[src/rtl/corevx_ptw_mc_if.sv]
// Port bundle for corevx_ptw_mc: TLB miss/resolve channels plus the Avalon-MM read master.
// "master" is the walker's view, "slave" is the TLBs' and memory's view.
interface corevx_ptw_mc_if #(
  parameter int CHANNELS = 2
);
  localparam int CW = (CHANNELS > 1) ? $clog2(CHANNELS) : 1;

  logic [CHANNELS-1:0]    resolve_request;
  logic [CHANNELS*20-1:0] resolve_virtual_address;
  logic [CHANNELS-1:0]    resolve_ack;
  logic [CHANNELS-1:0]    resolve_done;
  logic [CW-1:0]          resolve_channel;
  logic                   resolve_pagefault;
  logic                   resolve_accessfault;
  logic [7:0]             resolve_access_bits;
  logic [21:0]            resolve_physical_address;

  logic [33:0]            avl_address;
  logic                   avl_read;
  logic                   avl_waitrequest;
  logic                   avl_readdatavalid;
  logic [31:0]            avl_readdata;
  logic [1:0]             avl_response;

  modport master (
    input  resolve_request, resolve_virtual_address,
    output resolve_ack, resolve_done, resolve_channel, resolve_pagefault,
    output resolve_accessfault, resolve_access_bits, resolve_physical_address,
    output avl_address, avl_read,
    input  avl_waitrequest, avl_readdatavalid, avl_readdata, avl_response
  );

  modport slave (
    output resolve_request, resolve_virtual_address,
    input  resolve_ack, resolve_done, resolve_channel, resolve_pagefault,
    input  resolve_accessfault, resolve_access_bits, resolve_physical_address,
    input  avl_address, avl_read,
    output avl_waitrequest, avl_readdatavalid, avl_readdata, avl_response
  );
endinterface

[src/rtl/corevx_ptw_mc.sv]
// Multi-channel Sv32 page-table walker with round-robin arbitration over TLB miss ports.
// Define COREVX_PTW_AD_CHECK_EN to fault on valid leaves whose A bit is clear.
module corevx_ptw_mc #(
  parameter int CHANNELS = 2,
  parameter int CW = (CHANNELS > 1) ? $clog2(CHANNELS) : 1
) (
  input  logic                  clk,
  input  logic                  rst,
  input  logic                  matp_mode,
  input  logic [21:0]           matp_ppn,
  corevx_ptw_mc_if.master       bus
);

  typedef enum logic [1:0] {
    ST_IDLE   = 2'd0,
    ST_ISSUE  = 2'd1,
    ST_WAIT   = 2'd2,
    ST_RESULT = 2'd3
  } state_t;

  state_t               state_r;
  logic [CW-1:0]        rr_ptr_r;
  logic [9:0]           vpn_lo_r;
  logic                 level_r;

  logic                 gnt_valid_s;
  logic [CW-1:0]        gnt_idx_s;
  logic [CW-1:0]        cand_s;
  logic [31:0]          pos_s;
  logic [CW-1:0]        nxt_ptr_s;
  logic [CHANNELS-1:0]  gnt_oh_s;
  logic [CHANNELS-1:0]  chan_oh_s;
  logic [19:0]          vpn_sel_s;
  logic                 grant_s;
  logic                 leaf_s;
  logic                 af_s;
  logic                 pf_s;
  logic                 walk_next_s;
  logic [21:0]          leaf_ppn_s;
  logic                 unused_rsw_s;

  // Round-robin pick: first requesting channel at or after rr_ptr_r, wrapping.
  always_comb begin
    gnt_valid_s = 1'b0;
    gnt_idx_s   = '0;
    cand_s      = '0;
    pos_s       = 32'd0;
    for (int k = CHANNELS - 1; k >= 0; k--) begin
      pos_s = 32'(rr_ptr_r) + 32'(k);
      pos_s = (pos_s >= 32'(CHANNELS)) ? (pos_s - 32'(CHANNELS)) : pos_s;
      cand_s = pos_s[CW-1:0];
      gnt_valid_s = gnt_valid_s | bus.resolve_request[cand_s];
      gnt_idx_s   = bus.resolve_request[cand_s] ? cand_s : gnt_idx_s;
    end
    nxt_ptr_s = (gnt_idx_s == CW'(CHANNELS - 1)) ? '0 : (gnt_idx_s + CW'(1));
  end

  // One-hot views of the winner and of the owning channel, plus the winner's VPN.
  always_comb begin
    gnt_oh_s  = '0;
    chan_oh_s = '0;
    vpn_sel_s = 20'h00000;
    for (int i = 0; i < CHANNELS; i++) begin
      gnt_oh_s[i]  = (gnt_idx_s == CW'(i));
      chan_oh_s[i] = (bus.resolve_channel == CW'(i));
      vpn_sel_s    = vpn_sel_s | (gnt_oh_s[i] ? bus.resolve_virtual_address[20*i +: 20] : 20'h00000);
    end
  end

  // PTE classification; the priority order decides which fault wins.
  always_comb begin
    leaf_s       = bus.avl_readdata[1] | bus.avl_readdata[3];
    af_s         = (bus.avl_response != 2'b00);
    pf_s         = 1'b0;
    walk_next_s  = 1'b0;
    unused_rsw_s = ^bus.avl_readdata[9:8];
    if (af_s) begin
      pf_s = 1'b0;
    end else if (!bus.avl_readdata[0] || (!bus.avl_readdata[1] && bus.avl_readdata[2])) begin
      pf_s = 1'b1;
    end else if (leaf_s) begin
      if (level_r && (bus.avl_readdata[19:10] != 10'h000)) begin
        pf_s = 1'b1;
`ifdef COREVX_PTW_AD_CHECK_EN
      end else if (!bus.avl_readdata[6]) begin
        pf_s = 1'b1;
`endif
      end else begin
        pf_s = 1'b0;
      end
    end else if (level_r) begin
      walk_next_s = 1'b1;
    end else begin
      pf_s = 1'b1;
    end
    leaf_ppn_s = level_r ? {bus.avl_readdata[31:20], vpn_lo_r} : bus.avl_readdata[31:10];
  end

  // RESULT may grant directly once done has pulsed, so a new walk can be acked right after done.
  assign grant_s = gnt_valid_s &&
                   ((state_r == ST_IDLE) || ((state_r == ST_RESULT) && (bus.resolve_done != '0)));

  // Walk FSM and all registered outputs.
  always_ff @(posedge clk or posedge rst) begin
    if (rst) begin
      state_r                      <= ST_IDLE;
      rr_ptr_r                     <= '0;
      vpn_lo_r                     <= 10'h000;
      level_r                      <= 1'b0;
      bus.resolve_ack              <= '0;
      bus.resolve_done             <= '0;
      bus.resolve_channel          <= '0;
      bus.resolve_pagefault        <= 1'b0;
      bus.resolve_accessfault      <= 1'b0;
      bus.resolve_access_bits      <= 8'h00;
      bus.resolve_physical_address <= 22'h000000;
      bus.avl_read                 <= 1'b0;
      bus.avl_address              <= 34'h0_0000_0000;
    end else begin
      bus.resolve_ack <= '0;
      case (state_r)
        ST_IDLE: begin
          state_r <= ST_IDLE;
        end
        ST_ISSUE: begin
          if (!bus.avl_waitrequest) begin
            bus.avl_read <= 1'b0;
            state_r      <= ST_WAIT;
          end else begin
            state_r      <= ST_ISSUE;
          end
        end
        ST_WAIT: begin
          if (!bus.avl_readdatavalid) begin
            state_r <= ST_WAIT;
          end else if (walk_next_s) begin
            level_r         <= 1'b0;
            bus.avl_read    <= 1'b1;
            bus.avl_address <= {bus.avl_readdata[31:10], vpn_lo_r, 2'b00};
            state_r         <= ST_ISSUE;
          end else begin
            bus.resolve_done             <= chan_oh_s;
            bus.resolve_pagefault        <= pf_s;
            bus.resolve_accessfault      <= af_s;
            bus.resolve_access_bits      <= bus.avl_readdata[7:0];
            bus.resolve_physical_address <= leaf_ppn_s;
            state_r                      <= ST_RESULT;
          end
        end
        ST_RESULT: begin
          // Bare-mode walks arrive here without done set and pulse it one cycle later.
          if (bus.resolve_done == '0) begin
            bus.resolve_done <= chan_oh_s;
            state_r          <= ST_RESULT;
          end else begin
            bus.resolve_done <= '0;
            state_r          <= ST_IDLE;
          end
        end
        default: begin
          state_r <= ST_IDLE;
        end
      endcase

      if (grant_s) begin
        bus.resolve_ack     <= gnt_oh_s;
        bus.resolve_channel <= gnt_idx_s;
        rr_ptr_r            <= nxt_ptr_s;
        vpn_lo_r            <= vpn_sel_s[9:0];
        if (!matp_mode) begin
          bus.resolve_physical_address <= {2'b00, vpn_sel_s};
          bus.resolve_access_bits      <= 8'hCF;
          bus.resolve_pagefault        <= 1'b0;
          bus.resolve_accessfault      <= 1'b0;
          state_r                      <= ST_RESULT;
        end else begin
          level_r         <= 1'b1;
          bus.avl_read    <= 1'b1;
          bus.avl_address <= {matp_ppn, vpn_sel_s[19:10], 2'b00};
          state_r         <= ST_ISSUE;
        end
      end else begin
        rr_ptr_r <= rr_ptr_r;
      end
    end
  end

endmodule

[src/flat_wrapper.sv]
// flat-port wrapper written by rule: the top's interface ports become plain ports
module corevx_ptw_mc_flat 
#(
  parameter int CHANNELS = 2,
  parameter int CW = (CHANNELS > 1) ? $clog2(CHANNELS) : 1
)
  (clk, rst, matp_mode, matp_ppn, bus_resolve_request, bus_resolve_virtual_address, bus_resolve_ack, bus_resolve_done, bus_resolve_channel, bus_resolve_pagefault, bus_resolve_accessfault, bus_resolve_access_bits, bus_resolve_physical_address, bus_avl_address, bus_avl_read, bus_avl_waitrequest, bus_avl_readdatavalid, bus_avl_readdata, bus_avl_response);
  corevx_ptw_mc_if #(.CHANNELS(CHANNELS)) bus_i ();
  input  logic clk;
  input  logic rst;
  input  logic matp_mode;
  input  logic [21:0] matp_ppn;
  input wire logic [$bits(bus_i.resolve_request)-1:0] bus_resolve_request;
  input wire logic [$bits(bus_i.resolve_virtual_address)-1:0] bus_resolve_virtual_address;
  output wire logic [$bits(bus_i.resolve_ack)-1:0] bus_resolve_ack;
  output wire logic [$bits(bus_i.resolve_done)-1:0] bus_resolve_done;
  output wire logic [$bits(bus_i.resolve_channel)-1:0] bus_resolve_channel;
  output wire logic [$bits(bus_i.resolve_pagefault)-1:0] bus_resolve_pagefault;
  output wire logic [$bits(bus_i.resolve_accessfault)-1:0] bus_resolve_accessfault;
  output wire logic [$bits(bus_i.resolve_access_bits)-1:0] bus_resolve_access_bits;
  output wire logic [$bits(bus_i.resolve_physical_address)-1:0] bus_resolve_physical_address;
  output wire logic [$bits(bus_i.avl_address)-1:0] bus_avl_address;
  output wire logic [$bits(bus_i.avl_read)-1:0] bus_avl_read;
  input wire logic [$bits(bus_i.avl_waitrequest)-1:0] bus_avl_waitrequest;
  input wire logic [$bits(bus_i.avl_readdatavalid)-1:0] bus_avl_readdatavalid;
  input wire logic [$bits(bus_i.avl_readdata)-1:0] bus_avl_readdata;
  input wire logic [$bits(bus_i.avl_response)-1:0] bus_avl_response;
  assign bus_i.resolve_request = bus_resolve_request;
  assign bus_i.resolve_virtual_address = bus_resolve_virtual_address;
  assign bus_resolve_ack = bus_i.resolve_ack;
  assign bus_resolve_done = bus_i.resolve_done;
  assign bus_resolve_channel = bus_i.resolve_channel;
  assign bus_resolve_pagefault = bus_i.resolve_pagefault;
  assign bus_resolve_accessfault = bus_i.resolve_accessfault;
  assign bus_resolve_access_bits = bus_i.resolve_access_bits;
  assign bus_resolve_physical_address = bus_i.resolve_physical_address;
  assign bus_avl_address = bus_i.avl_address;
  assign bus_avl_read = bus_i.avl_read;
  assign bus_i.avl_waitrequest = bus_avl_waitrequest;
  assign bus_i.avl_readdatavalid = bus_avl_readdatavalid;
  assign bus_i.avl_readdata = bus_avl_readdata;
  assign bus_i.avl_response = bus_avl_response;
  corevx_ptw_mc #(.CHANNELS(CHANNELS), .CW(CW)) u_core (.clk(clk), .rst(rst), .matp_mode(matp_mode), .matp_ppn(matp_ppn), .bus(bus_i));
endmodule
[config.mk]
export PLATFORM = sky130hd
export DESIGN_NAME = corevx_ptw_mc_flat
export DESIGN_NICKNAME = d
export VERILOG_FILES = /design/src/rtl/corevx_ptw_mc_if.sv /design/src/rtl/corevx_ptw_mc.sv /design/src/flat_wrapper.sv
export SDC_FILE = /design/constraint.sdc
export NUM_CORES = 1
export LEC_CHECK = 0
export CAP_MARGIN = 25
export CORE_ASPECT_RATIO = 1.2
export CORE_MARGIN = 3
export CORE_UTILIZATION = 47
export CTS_CLUSTER_DIAMETER = 150
export DETAILED_ROUTE_END_ITERATION = 12
export PLACE_DENSITY = 0.91
export SYNTH_ARGS = -nofsm -noshare
export SYNTH_HDL_FRONTEND = slang
export SYNTH_SLANG_ARGS = --single-unit
[constraint.sdc]
create_clock -name clk -period 6.7 [get_ports clk]
set_input_delay 1.34 -clock clk [delete_from_list [all_inputs] [get_ports clk]]
set_output_delay 1.34 -clock clk [all_outputs]
set_load 0.05 [all_outputs]
==> results of run 1 <==
==> where the power goes <==
part           total, mW  internal (mW)  switching [mW]
Combinational       1.86          0.647            1.21
Sequential         0.926          0.766           0.160
Clock              0.417          0.240           0.176
Total               3.20           1.65            1.55
==> synthesized netlist by cell type (all sizes together), types with 11 or more instances <==
master	count
nor2	37
mux2i	40
nand2	91
a31oi	22
o21ai	25
buf	18
o22ai	12
nand3	11
a22oi	11
dfrtp	86
==> area by class of cell <==
| class | count | area (um2) |
|---|---|---|
| sequential | 86 | 2152 |
| fill | 651 | 2390 |
| timing repair buffer | 181 | 1809 |
| tap | 117 | 146.4 |
| multi-input combinational | 309 | 1891 |
| inverter | 9 | 35.03 |
| clock inverter | 3 | 65.06 |
| clock buffer | 13 | 168.9 |
==> kinds of logic (layout without fill, tap and decap cells) <==
group                    after synthesis  after routing  share of synthesized area
adder cells (fa/ha/maj)                5              5                    0.01485
AO/OA/AOI/OAI                        100            100                     0.1524
buffers and inverters                 37            206                    0.04544
flip-flops                            86             86                     0.5108
multiplexers                          50             50                     0.1218
AND/OR/NAND/NOR                      154            154                     0.1547
==> state kept, by name, summed over array words and instances, names as in the netlist <==
register	flops
u_core.bus.resolve_ack	2
u_core.bus.resolve_channel	1
u_core.rr_ptr_r	1
u_core.bus.avl_address	34
u_core.bus.resolve_physical_address	22
u_core.bus.resolve_done	2
u_core.vpn_lo_r	10
u_core.bus.resolve_access_bits	8
u_core.bus.avl_read	1
u_core.bus.resolve_pagefault	1
u_core.state_r	2
u_core.level_r	1
u_core.bus.resolve_accessfault	1
==> placed cells by master, fill, tap and decap left out, drive strengths merged <==
cell type,count
a22oi,11
nor3b,1
nor2b,2
o21a,1
dfrtp,86
o221ai,2
clkbuf,13
nor3,2
nand3b,1
buf,9
and3,3
a211oi,1
and2,1
a2111oi,1
o21ai,25
ha,5
nor4,2
mux2,10
o211ai,2
o22ai,12
nand2b,2
a211o,1
a21oi,10
nor4b,1
mux2i,40
inv,8
a31oi,22
bufinv,2
a21boi,10
nand2,91
nor2,37
a21o,2
nand3,11
clkinv,2
clkdlybuf4s50,172
==> worst min-delay path by stage <==
stage	start	endpoint	cells after the start	slack, ps
2_1_floorplan	u_core.vpn_lo_r[0]	u_core.vpn_lo_r[0]	2	470
3_3_place_gp	u_core.bus.resolve_access_bits[7]	u_core.bus.resolve_access_bits[7]	2	480
6_report	u_core.bus.resolve_access_bits[6]	u_core.bus.resolve_access_bits[6]	2	510
5_1_grt	u_core.bus.resolve_access_bits[6]	u_core.bus.resolve_access_bits[6]	2	550
4_1_cts	u_core.bus.resolve_access_bits[7]	u_core.bus.resolve_access_bits[7]	2	510
3_5_place_dp	u_core.bus.resolve_access_bits[0]	u_core.bus.resolve_access_bits[0]	2	480
==> stage by stage <==
stage / hold WS (ps) / cell area [um2] / utilization
detailed placement: 483.4 / 6033 / 0.6969
floorplan: 465.6 / 4213 / -
global route: 547.2 / 6267 / 0.7239
CTS: 511.0 / 6267 / 0.7239
finish: 510.8 / 6267 / 0.7239
global placement: 482.2 / 6006 / 0.6937
==> worst reg2reg max path, cell delays in order (launching register included) <==
cell and delay, ps:
sky130_fd_sc_hd__dfrtp_1 420, sky130_fd_sc_hd__ha_1 290, sky130_fd_sc_hd__o21a_1 210, sky130_fd_sc_hd__o22ai_2 780
sky130_fd_sc_hd__nor2_1 330, sky130_fd_sc_hd__buf_4 290, sky130_fd_sc_hd__nor3_1 220
==> layer usage <==
metal | part of all wire | GRT usage | up-vias
li1 | - | - | 1832
met1 | 0.39 | 0.3071 | 1885
met2 | 0.51 | 0.4619 | 183
met3 | 0.076 | 0.06229 | 33
met4 | 0.027 | 0.1178 | 0
met5 | 0 | 0 | -
==> impl.org, run 1 <==
** Run status
- The run finished with clean final reports.

** Clock tree
- Number of hold-repair buffers added at the cts stage :: 0
- Clock tree synthesis found a total of between 80 and 90 sinks.
- Clock-pin slew was measured on the worst setup and hold paths at 80 ps.
- In this run the deepest clock path goes through 2 buffers.
- The root buffer cell chosen for the clock tree is sky130_fd_sc_hd__clkbuf_8.
- Clock buffer count from CTS :: 9
- TritonCTS clock tree :: built
- Clock insertion delay at the later pin of the skew report :: 340 ps
- Level count of the clock H-tree :: 3
- Once the clock tree was built, the setup fixing pass inserted 0 buffers.
- Number of gates resized after cts :: 0

** Pwr
- The analysis attributes to cell leakage a power of 2.802 nW.
- VDD IR max :: ~340 uV
- In this run the power density over the cells is slightly above 500 nW/um2.
- Total power draw :: approximately 3.2 mW

** Yosys
- In this run the mean area of a mapped cell was 9.752 um2.
- Yosys reg bits :: between 80 and 90
- The synthesized design contains 0 enable-type register cells.
- For this run, the register share of the synthesized area comes to 0.5108.
- Cell accounting for the most synthesized area :: sky130_fd_sc_hd__dfrtp_1
- The netlist uses 38 different library cells.
- Of the post-synthesis cell area, the dominant cell type holds 0.5108.
- Proportion of register bits with asynchronous set or reset after synthesis :: 1.000
- The cell area that synthesis handed to floorplanning was ~4200 um2.
- Cell types occupying the most area after synthesis :: sky130_fd_sc_hd__dfrtp_1 (51%), sky130_fd_sc_hd__mux2i_1 (9.5%), sky130_fd_sc_hd__nand2_1 (8.1%)
- YS warnings :: 0
- Syn nets :: 540
- Synthesis handed over a netlist of around 430 instances.
- Primary flip-flop cell chosen by synthesis mapping :: sky130_fd_sc_hd__dfrtp_1

** Detailed routing
- Post-route DRC :: 0
- Vias per cell :: 5.478
- Number of iterations in the first detailed-routing pass :: 5
- Wires add up to around 13,000 um.
- Detail-routed net length per standard cell :: 18.46 um
- Once detail routing completed, the nets flagged for antenna violations numbered 0.
- The routed layout has 3,933 vias.
- Drt initial violations :: 172

** Setup path
- Worst reg-to-reg setup slack :: a little over 4000 ps
- The slowest stage of the critical path is the sky130_fd_sc_hd__nand3_1 cell.
- The most critical setup path has its startpoint at bus_avl_readdata[1].
- Worst setup path endpoint :: u_core.bus.avl_address[0]
- The worst setup path is captured at a flip-flop.
- Critical path startpoint category :: input port
- The startpoint identified for the worst register-to-register timing path is u_core.state_r[0].
- Largest stage delay on the critical path :: a little over 800 ps
- The setup path with the least slack is of type input port to flip-flop.
- Traced cell by cell, the critical path runs through clkdlybuf4s50_1 -> nor4b_4 -> nand3_1 -> and3_1.
- The worst register-to-register path ends at u_core.bus.resolve_pagefault.
- For the worst setup path, the data required time is 6930 ps.
- Critical Path Stages :: 4
- Worst path top cell family by delay :: simple AND/OR/NAND/NOR gates
- Highest fanout seen on the critical path :: 25
- STA puts the critical path data arrival time at between 3000 and 4000 ps.
- Counting both buffers and inverters, the worst setup path holds a total of 1.
- Measured in cells, the most critical reg-to-reg path has a length of 6.

** STA
- In the final timing run, aggregate negative setup slack is 0 ps.
- In this run the tightest slew margin relative to its limit is 0.3164.
- Slew at the pin closest to its max-slew limit :: about 1000 ps
- The max-slew violation count came to 0.
- Clock skew on the completed layout was measured at approximately 8.6 ps.
- After layout, the worst setup slack is roughly 3300 ps.
- Setup repair after global routing missed its margin :: no
- Upper clock frequency limit :: approximately 300 MHz
- The hold violation count in the final report was 0.
- Final period demand of the worst path :: 3387 ps
- Setup violations remaining at the end of the flow were counted as 0.
- Final clock period utilization by the worst path :: 0.5055

** Die
- From bottom edge to top edge, the die measures ~110 um.
- The floorplan step defined a core boundary enclosing about 8700 um2.
- Starting utilization of the core area :: 0.4866
- Die ar. :: roughly 10,000 um2
- Die width :: 92.43 um
- For this design the top-level I/O count stands at roughly 180.
- Number of placement rows :: 37

** Cells and area
- Of the cells placed in the final design, the portion with a size suffix greater than 1 is 0.06988.
- Compared with the post-synthesis result, the final layout area differs by 48.77%.
- The repair_antennas step left the layout with diodes totalling 0.
- After the last flow step, the layout net total stands at 704.
- The count of cells in the finished layout, fillers not included, comes to 718.

** Global route
- After global routing the overflow that remains totals 0.
- The first global-routing pass estimated about 20,000 um of wire.
- Across every metal layer, demand over resource in global routing totals 0.2632.
- Initial antenna violation count :: 0
- Entering global routing, the biggest net connects roughly 60 pins.
- Vias in the first global route :: between 4,000 and 5,000

** Place
- The congestion estimate from routability-driven global placement came to between 0.9 and 1.
- Estimated wirelength of the detail-placed design :: ~10000 um
- Count of input and output buffers :: around 170
- At the placement stage, the worst setup path has a slack of between 2000 and 3000 ps.
- Placed Instances :: around 700

** Run
- The tool flagged a number of max-cap violations equal to 0.

** Worst hold path
- The min-delay analysis places its worst path in the category flip-flop to flip-flop.
No activity file was read; power rests on OpenSTA's default activity.
==> run 2, diff against run 1 <==
--- a/config.mk
+++ b/config.mk
@@ -8,10 +8,10 @@
 export CAP_MARGIN = 25
 export CORE_ASPECT_RATIO = 1.2
 export CORE_MARGIN = 3
-export CORE_UTILIZATION = 47
+export CORE_UTILIZATION = 39
 export CTS_CLUSTER_DIAMETER = 150
 export DETAILED_ROUTE_END_ITERATION = 12
-export PLACE_DENSITY = 0.91
+export PLACE_DENSITY = 0.81
 export SYNTH_ARGS = -nofsm -noshare
 export SYNTH_HDL_FRONTEND = slang
 export SYNTH_SLANG_ARGS = --single-unit
==> constraint.sdc (replaced) <==
create_clock -name clk -period 3 [get_ports clk]
set_input_delay 0.6 -clock clk [delete_from_list [all_inputs] [get_ports clk]]
set_output_delay 0.6 -clock clk [all_outputs]
set_load 0.05 [all_outputs]
==> impl.org, run 2 (same netlist as run 1, synthesis figures left out) <==
** Run status
- Outcome :: completed

** Setup path
- At the worst endpoint, the required time is roughly 2400 ps.
- Worst setup path endpoint :: bus_resolve_channel
- In this run the critical register-to-register path is launched from u_core.state_r[0].
- Type of the worst setup path :: flip-flop to primary output
- Worst reg-to-reg setup slack :: slightly below 900 ps
- Walking the worst path, the cells encountered are clkdlybuf4s50_1.
- Among all stages on the critical path, the largest delay is contributed by sky130_fd_sc_hd__clkdlybuf4s50_1.
- Critical Path Stages :: 1
- Measured in cells, the most critical reg-to-reg path has a length of 6.
- Highest fanout seen on the critical path :: 6
- Largest stage delay on the critical path :: 850 ps
- The worst register-to-register path ends at u_core.bus.resolve_physical_address[19].
- Data on the critical path arrives at its endpoint at 1620 ps.
- Critical path startpoint category :: flip-flop
- Worst setup path start :: u_core.bus.resolve_channel
- Together, buffers and inverters on the worst path number 1.
- Grouping stages by cell kind, the critical path spends the most delay in buffers and inverters.
- CP Capture Type :: primary output

** Pwr
- Share of total power in the clock network :: 0.149
- Sequential power share :: 0.280
- Summed over all cells, the static leakage comes to roughly 2.9 nW.
- For this design the total switching power over the nets is around 3.5 mW.
- Cell Pwr Density :: ~1100 nW/um2
- Total internal power :: ~3.9 mW
- Sw frac :: 0.4746
- VDD IR max :: between 600 and 700 uV
- The share of total power dissipated in combinational logic is 0.571.
- Total power draw :: 7.335 mW

** Clock tree
- Counting the buffers created by CTS gives 9.
- The number of setup buffers added after CTS is 0.
- Maximum count of clock buffers along a single path :: 2
- TritonCTS clock tree :: built
- Buffer type at the clock tree root :: sky130_fd_sc_hd__clkbuf_16
- Clock-pin transition on the worst setup and hold timing paths :: ~60 ps
- Number of hold-repair buffers added at the cts stage :: 0
- The H-tree was split into 3 levels.
- Once the clock tree was built, the resizer swapped 0 gates to a different size.
- At the later pin of the worst-skew pair, clock insertion delay measures 330 ps.
- Counting every sink on the clock net gives 86.

** Place
- Routability-driven placement congestion ratio :: 0.8608
- During placement, the flow inserted port buffers numbering around 170.
- Cell Area, Placed :: 6105 um2
- After detailed placement, the design holds a cell count of about 720.
- After legalization and detailed placement, the total HPWL measured 10,060 um.

** Cells and area
- Most frequent standard cell in the layout excluding fill and tap cells :: sky130_fd_sc_hd__clkdlybuf4s50_1
- After the flow finishes, the layout carries non-filler instances totaling 730.
- Area of all placed cells without fillers :: 6394 um2
- Leaving out fill and tap cells, the most frequent cells in the layout are sky130_fd_sc_hd__clkdlybuf4s50_1 (172), sky130_fd_sc_hd__nand2_1 (91), sky130_fd_sc_hd__dfrtp_1 (86), sky130_fd_sc_hd__mux2i_1 (40), sky130_fd_sc_hd__nor2_1 (37).
- Max FFs per register :: 34
- 0 antenna diodes ended up in the layout.
- Relative area change from synthesis to final layout :: 51.77%
- Most flop-heavy register :: u_core.bus.avl_address
- Fraction of layout cells with a size suffix above 1 :: 0.07616
- The multi-input combinational cells in the finished layout cover a total of about 1900 um2.
- Fillers :: 860
- Largest registers :: u_core.bus.avl_address (34), u_core.bus.resolve_physical_address (22), u_core.vpn_lo_r (10)
- FF/Latch Area :: 2152 um2
- Total Nets Final :: about 700

** STA
- Setup repair after global routing missed its margin :: no
- Setup total negative slack on the finished layout was measured at 0 ps.
- Worst max-slew margin expressed relative to the limit :: 0.4990
- Clock Skew :: 8.579 ps
- At the pin with the least slew margin, the transition time is 750.6 ps.
- Final clock period utilization by the worst path :: 0.7411
- Counting I/O delays and the setup requirement, the final critical path takes ~2200 ps.
- Number of failing hold endpoints at the final stage :: 0
- Timing would allow up to 449.8 MHz.
- Setup violations remaining at the end of the flow were counted as 0.
- Total count of max-transition violations in the final report :: 0

** Global route
- For this run the aggregate overflow at the end of global routing stands at 0.
- Pin count of the biggest net entering global routing :: 51
- In the global route stage, overall resource usage came out at 0.2241.
- The number of antenna violations at the first check in global routing is 0.
- Vias in the first global route :: roughly 4,000
- First-pass GRT wire length :: roughly 21,000 um

** Detailed routing
- For this block, the routed nets add up to around 13,000 um of wire.
- The first routing iteration left about 260 violations.
- Post-route DRC :: 0
- Detail-routed net length per standard cell :: ~18 um
- Vias per cell :: 5.405
- The routed layout has between 3,000 and 4,000 vias.
- Number of iterations in the first detailed-routing pass :: 4
- The detail route stage leaves a number of antenna-violating nets equal to 0.

** Run
- MaxCap Viol Count :: 0

** Die
- CORE AREA :: between 10,000 and 15,000 um2
- Die ar. :: roughly 12,000 um2
- In this run the count of I/O pins placed on the die edge is approximately 180.
- Row generation in the floorplan step produced 40 rows.
- Die height :: 119.9 um
- Starting utilization of the core area :: 0.4106
- In this run the horizontal extent of the chip is approximately 100 um.

** Worst hold path
- Kind of path behind the tightest hold check :: flip-flop to flip-flop
-- run 2: changes by cell type in the layout (fill, tap and decap cells not counted), moves of 3 or more --
| cell | before | now |
|---|---|---|
| sky130_fd_sc_hd__clkinv_2 | 2 | 5 |
| sky130_fd_sc_hd__clkbuf_8 | 12 | 1 |
| sky130_fd_sc_hd__buf_12 | 0 | 4 |
| sky130_fd_sc_hd__clkbuf_16 | 0 | 9 |
-- run 2: power groups by stage --
stage          logic, mW  clock network (mW)  registers (mW)
6_report            4.19                1.09            2.06
5_1_grt             4.44                1.16            2.13
4_1_cts             4.22                1.12            2.06
3_5_place_dp        4.21                   0            2.07
3_3_place_gp        4.12                   0            2.05
2_1_floorplan       1.14                   0            3.60
-- run 2: final cells by class --
| class | instances | area share |
|---|---|---|
| flip-flops and latches | 86 | 0.3366 |
| multi-input cells | 309 | 0.2957 |
| repair buffers | 185 | 0.2924 |
| clock buffers | 10 | 0.03738 |
| well taps | 126 | 0.02466 |
| clock inverters | 5 | 0.007828 |
| inverters | 9 | 0.005479 |
-- run 2: worst register-to-register path, stage by stage, from the launching register on --
cell and delay [ps]:
sky130_fd_sc_hd__dfrtp_1 400, sky130_fd_sc_hd__ha_1 270, sky130_fd_sc_hd__o21a_1 210, sky130_fd_sc_hd__o221ai_2 480, sky130_fd_sc_hd__buf_12 250, sky130_fd_sc_hd__a21boi_0 280, sky130_fd_sc_hd__a22oi_1 110
-- run 2: metal layers --
layer	share of wire	vias to the layer above	GRT usage
met3	0.068	18	0.02907
li1	-	1847	-
met4	0.017	0	0.08003
met1	0.41	1927	0.2971
met5	0	-	0
met2	0.51	154	0.3727
-- run 2: worst min-delay path by stage --
stage	startpoint	cells after the start	endpoint	slack, ps
4_1_cts	u_core.bus.resolve_access_bits[7]	2	u_core.bus.resolve_access_bits[7]	500
3_5_place_dp	u_core.bus.resolve_access_bits[7]	2	u_core.bus.resolve_access_bits[7]	480
2_1_floorplan	u_core.vpn_lo_r[0]	2	u_core.vpn_lo_r[0]	470
5_1_grt	u_core.bus.avl_read	2	u_core.bus.avl_read	530
3_3_place_gp	u_core.bus.resolve_access_bits[7]	2	u_core.bus.resolve_access_bits[7]	480
6_report	u_core.bus.resolve_access_bits[7]	2	u_core.bus.resolve_access_bits[7]	490
-- run 2: metrics by stage --
step / util / hold WS [ps] / setup WS (ps)
global placement: 0.5950 / 480.3 / 546.5
finish: 0.6232 / 489.1 / 776.9
global route: 0.6232 / 526.6 / 737.4
floorplan: - / 465.6 / 178.2
CTS: 0.6232 / 495.2 / 764.0
detailed placement: 0.5950 / 478.7 / 516.6
==> run 3, diff against run 2 <==
--- a/config.mk
+++ b/config.mk
@@ -8,10 +8,10 @@
 export CAP_MARGIN = 25
 export CORE_ASPECT_RATIO = 1.2
 export CORE_MARGIN = 3
-export CORE_UTILIZATION = 39
+export CORE_UTILIZATION = 43
 export CTS_CLUSTER_DIAMETER = 150
 export DETAILED_ROUTE_END_ITERATION = 12
-export PLACE_DENSITY = 0.81
+export PLACE_DENSITY = 0.84
 export SYNTH_ARGS = -nofsm -noshare
 export SYNTH_HDL_FRONTEND = slang
 export SYNTH_SLANG_ARGS = --single-unit
==> constraint.sdc (replaced) <==
create_clock -name clk -period 2.2 [get_ports clk]
set_input_delay 0.44 -clock clk [delete_from_list [all_inputs] [get_ports clk]]
set_output_delay 0.44 -clock clk [all_outputs]
set_load 0.05 [all_outputs]
==> impl.org, run 3 (same netlist as run 1, synthesis figures left out) <==
** Cells and area
- Most flop-heavy register :: u_core.bus.avl_address
- Total Nets Final :: between 700 and 800
- Of the cells placed in the final design, the portion with a size suffix greater than 1 is 0.08660.
- After filler insertion, the fill cell instance count of the layout stands at approximately 750.
- The library cell used most frequently in the layout, excluding fill and tap cells, is sky130_fd_sc_hd__clkdlybuf4s50_1.
- Final antenna diode count :: 0
- The finished cells cover approximately 6400 um2.
- In the final layout, the registers with the most flip-flops are u_core.bus.avl_address (34), u_core.bus.resolve_physical_address (22), u_core.vpn_lo_r (10).
- The library cells used most frequently in the layout, excluding fill and tap cells, are sky130_fd_sc_hd__clkdlybuf4s50_1 (172), sky130_fd_sc_hd__nand2_1 (91), sky130_fd_sc_hd__dfrtp_1 (86), sky130_fd_sc_hd__mux2i_1 (40), sky130_fd_sc_hd__nor2_1 (37).
- Relative area change from synthesis to final layout :: 50.76%
- The register with the most flip-flops in the layout has 34 of them.

** Detailed routing
- In the final routed layout, each cell accounts on average for around 18 um.
- Before antenna repair, the detailed router went through 4 iterations.
- The detail route stage leaves a number of antenna-violating nets equal to 0.
- Vias per cell :: around 5.4
- After detailed routing, the total wire length is about 13,000 um.
- After the first detailed-routing iteration, the DRC count stood at between 200 and 250.
- Post-route DRC :: 0
- The routed layout has 3,929 vias.

** Clock tree
- In this run the clock root is driven by a sky130_fd_sc_hd__clkbuf_8.
- Clock sink count :: 86
- Clock buffer count from CTS :: 9
- Level count of the clock H-tree :: 3
- Buffer count from post-CTS setup fixing :: 0
- TritonCTS clock tree :: built
- At the later pin of the worst-skew pair, clock insertion delay measures between 300 and 400 ps.
- For this design, the CTS-stage hold fixing added 0 buffers.
- Number of gates resized after cts :: 0
- No sink is reached through more buffers than the 2 on the longest clock path.
- Clock-pin slew was measured on the worst setup and hold paths at about 80 ps.

** Pwr
- Internal power comes to 4.830 mW.
- In this run the power spent charging and discharging nets is roughly 4.7 mW.
- Of the total power, combinational logic draws 0.604.
- Sw frac :: 0.4944
- VDD IR max :: between 700 and 800 uV
- Share of total power in the clock network :: 0.103
- For this design the static power due to leakage is ~2.8 nW.
- Cell Pwr Density :: 1504 nW/um2
- Of the total power, registers draw 0.293.

** STA
- The max-slew violation count was 0.
- Number of failing hold endpoints at the final stage :: 0
- Between clock sinks in the finished design, the worst skew comes to 8.881 ps.
- At the pin with the least slew margin, the transition time is approximately 560 ps.
- Upper clock frequency limit :: ~480 MHz
- Setup repair after global routing missed its margin :: no
- Setup violations remaining at the end of the flow were counted as 0.
- Dividing the final minimum period by the clock period gives 0.9525.
- Final period demand of the worst path :: around 2100 ps
- Worst max-slew margin expressed relative to the limit :: 0.6267
- Setup_tns :: 0 ps

** Global route
- First-pass GRT wire length :: about 21,000 um
- In the global route stage, overall resource usage came out at 0.2452.
- Gr ovfl total :: 0
- The number of global-route vias before repair was ~4,000.
- Pin count of the biggest net entering global routing :: 87
- The number of antenna violations at the first check in global routing was 0.

** Setup path
- Type of the worst setup path :: flip-flop to primary output
- Along the worst path, the maximum fanout reaches 6.
- Combined buffer and inverter count along the critical path :: 1
- In this design, the stage delay of the slowest critical-path cell is about 850 ps.
- The largest individual stage delay along the critical path comes from the cell sky130_fd_sc_hd__clkdlybuf4s50_1.
- Cells along the critical path :: clkdlybuf4s50_1
- CP Capture Type :: primary output
- STA puts the critical path data arrival time at 1660 ps.
- Data required time at the worst endpoint :: 1760 ps
- Grouping stages by cell kind, the critical path spends the most delay in buffers and inverters.
- Critical path startpoint category :: flip-flop

** Run
- The tool flagged a number of max-cap violations equal to 0.

** Die
- Die height :: approximately 110 um
- In this run the standard cell core region covers 9271 um2.
- For this configuration, the core starts out at a cell density of 0.4544.
- In this run the core area contains 38 standard-cell rows.
- I/O pin total :: about 180
- The die covers 11,030 um2.
- Measured along the x axis, the die boundary spans between 90 and 100 um.

** Place
- Count of input and output buffers :: roughly 170
- Routability-driven placement congestion ratio :: 0.8594
- The HPWL after detailed placement is 10,080 um.
- Summing all placed instances gives a cell area of 6185 um2.

** Worst hold path
- Kind of path behind the tightest hold check :: flip-flop to flip-flop

** Run status
- Outcome :: completed
run 3: power groups by stage:
stage,registers [mW],logic (mW),clock network (mW)
6_report,2.80,5.77,0.987
3_5_place_dp,2.82,5.79,0
3_3_place_gp,2.79,5.67,0
2_1_floorplan,4.92,1.56,0
5_1_grt,2.89,6.13,1.07
4_1_cts,2.80,5.80,1.00
run 3: final cells by class:
| class | count | area, um2 | share of cell area |
|---|---|---|---|
| multi-input combinational | 309 | 1898 | 0.2989 |
| clock inverter | 5 | 25.02 | 0.003940 |
| timing repair buffer | 192 | 1947 | 0.3065 |
| inverter | 9 | 37.54 | 0.005910 |
| sequential | 86 | 2152 | 0.3388 |
| tap | 120 | 150.1 | 0.02364 |
| clock buffer | 11 | 141.4 | 0.02226 |
run 3: worst paths after layout:
path,endpoint,start,cells after the start,slack [ps]
min in group asynchronous,u_core.bus.avl_address[0],rst,3,550
min reg2reg,u_core.bus.resolve_access_bits[2],u_core.bus.resolve_access_bits[2],2,500
max in group asynchronous,u_core.level_r,rst,3,1260
max reg2reg,u_core.bus.resolve_physical_address[14],u_core.state_r[0],6,340
max,bus_resolve_channel,u_core.bus.resolve_channel,1,100
min,u_core.bus.resolve_access_bits[2],u_core.bus.resolve_access_bits[2],2,500
run 3: worst min-delay path, cell delays in order (launching register included):
cell	delay (ps)
sky130_fd_sc_hd__dfrtp_1	350
sky130_fd_sc_hd__nand2_1	50
sky130_fd_sc_hd__nand3_1	70
run 3: stage by stage:
| step | setup WS (ps) | hold WS [ps] | util | total power, mW | std cells |
|---|---|---|---|---|---|
| floorplan | 406.9 | 465.6 | - | 6.471 | 432 |
| global placement | 41.81 | 483.6 | 0.6671 | 8.451 | 716 |
| detailed placement | -14.41 | 478.1 | 0.6671 | 8.608 | 716 |
| CTS | 83.49 | 509.7 | 0.6850 | 9.598 | 732 |
| global route | 41.95 | 537.3 | 0.6850 | 10.09 | 732 |
| finish | 104.6 | 504.5 | 0.6850 | 9.552 | 732 |
run 3: per-layer routing:
layer / global-route usage / vias up / part of all wire
met5: 0 / - / 0
met4: 0.07671 / 0 / 0.021
met3: 0.05588 / 23 / 0.090
met2: 0.4224 / 159 / 0.50
met1: 0.3023 / 1881 / 0.39
li1: - / 1866 / -
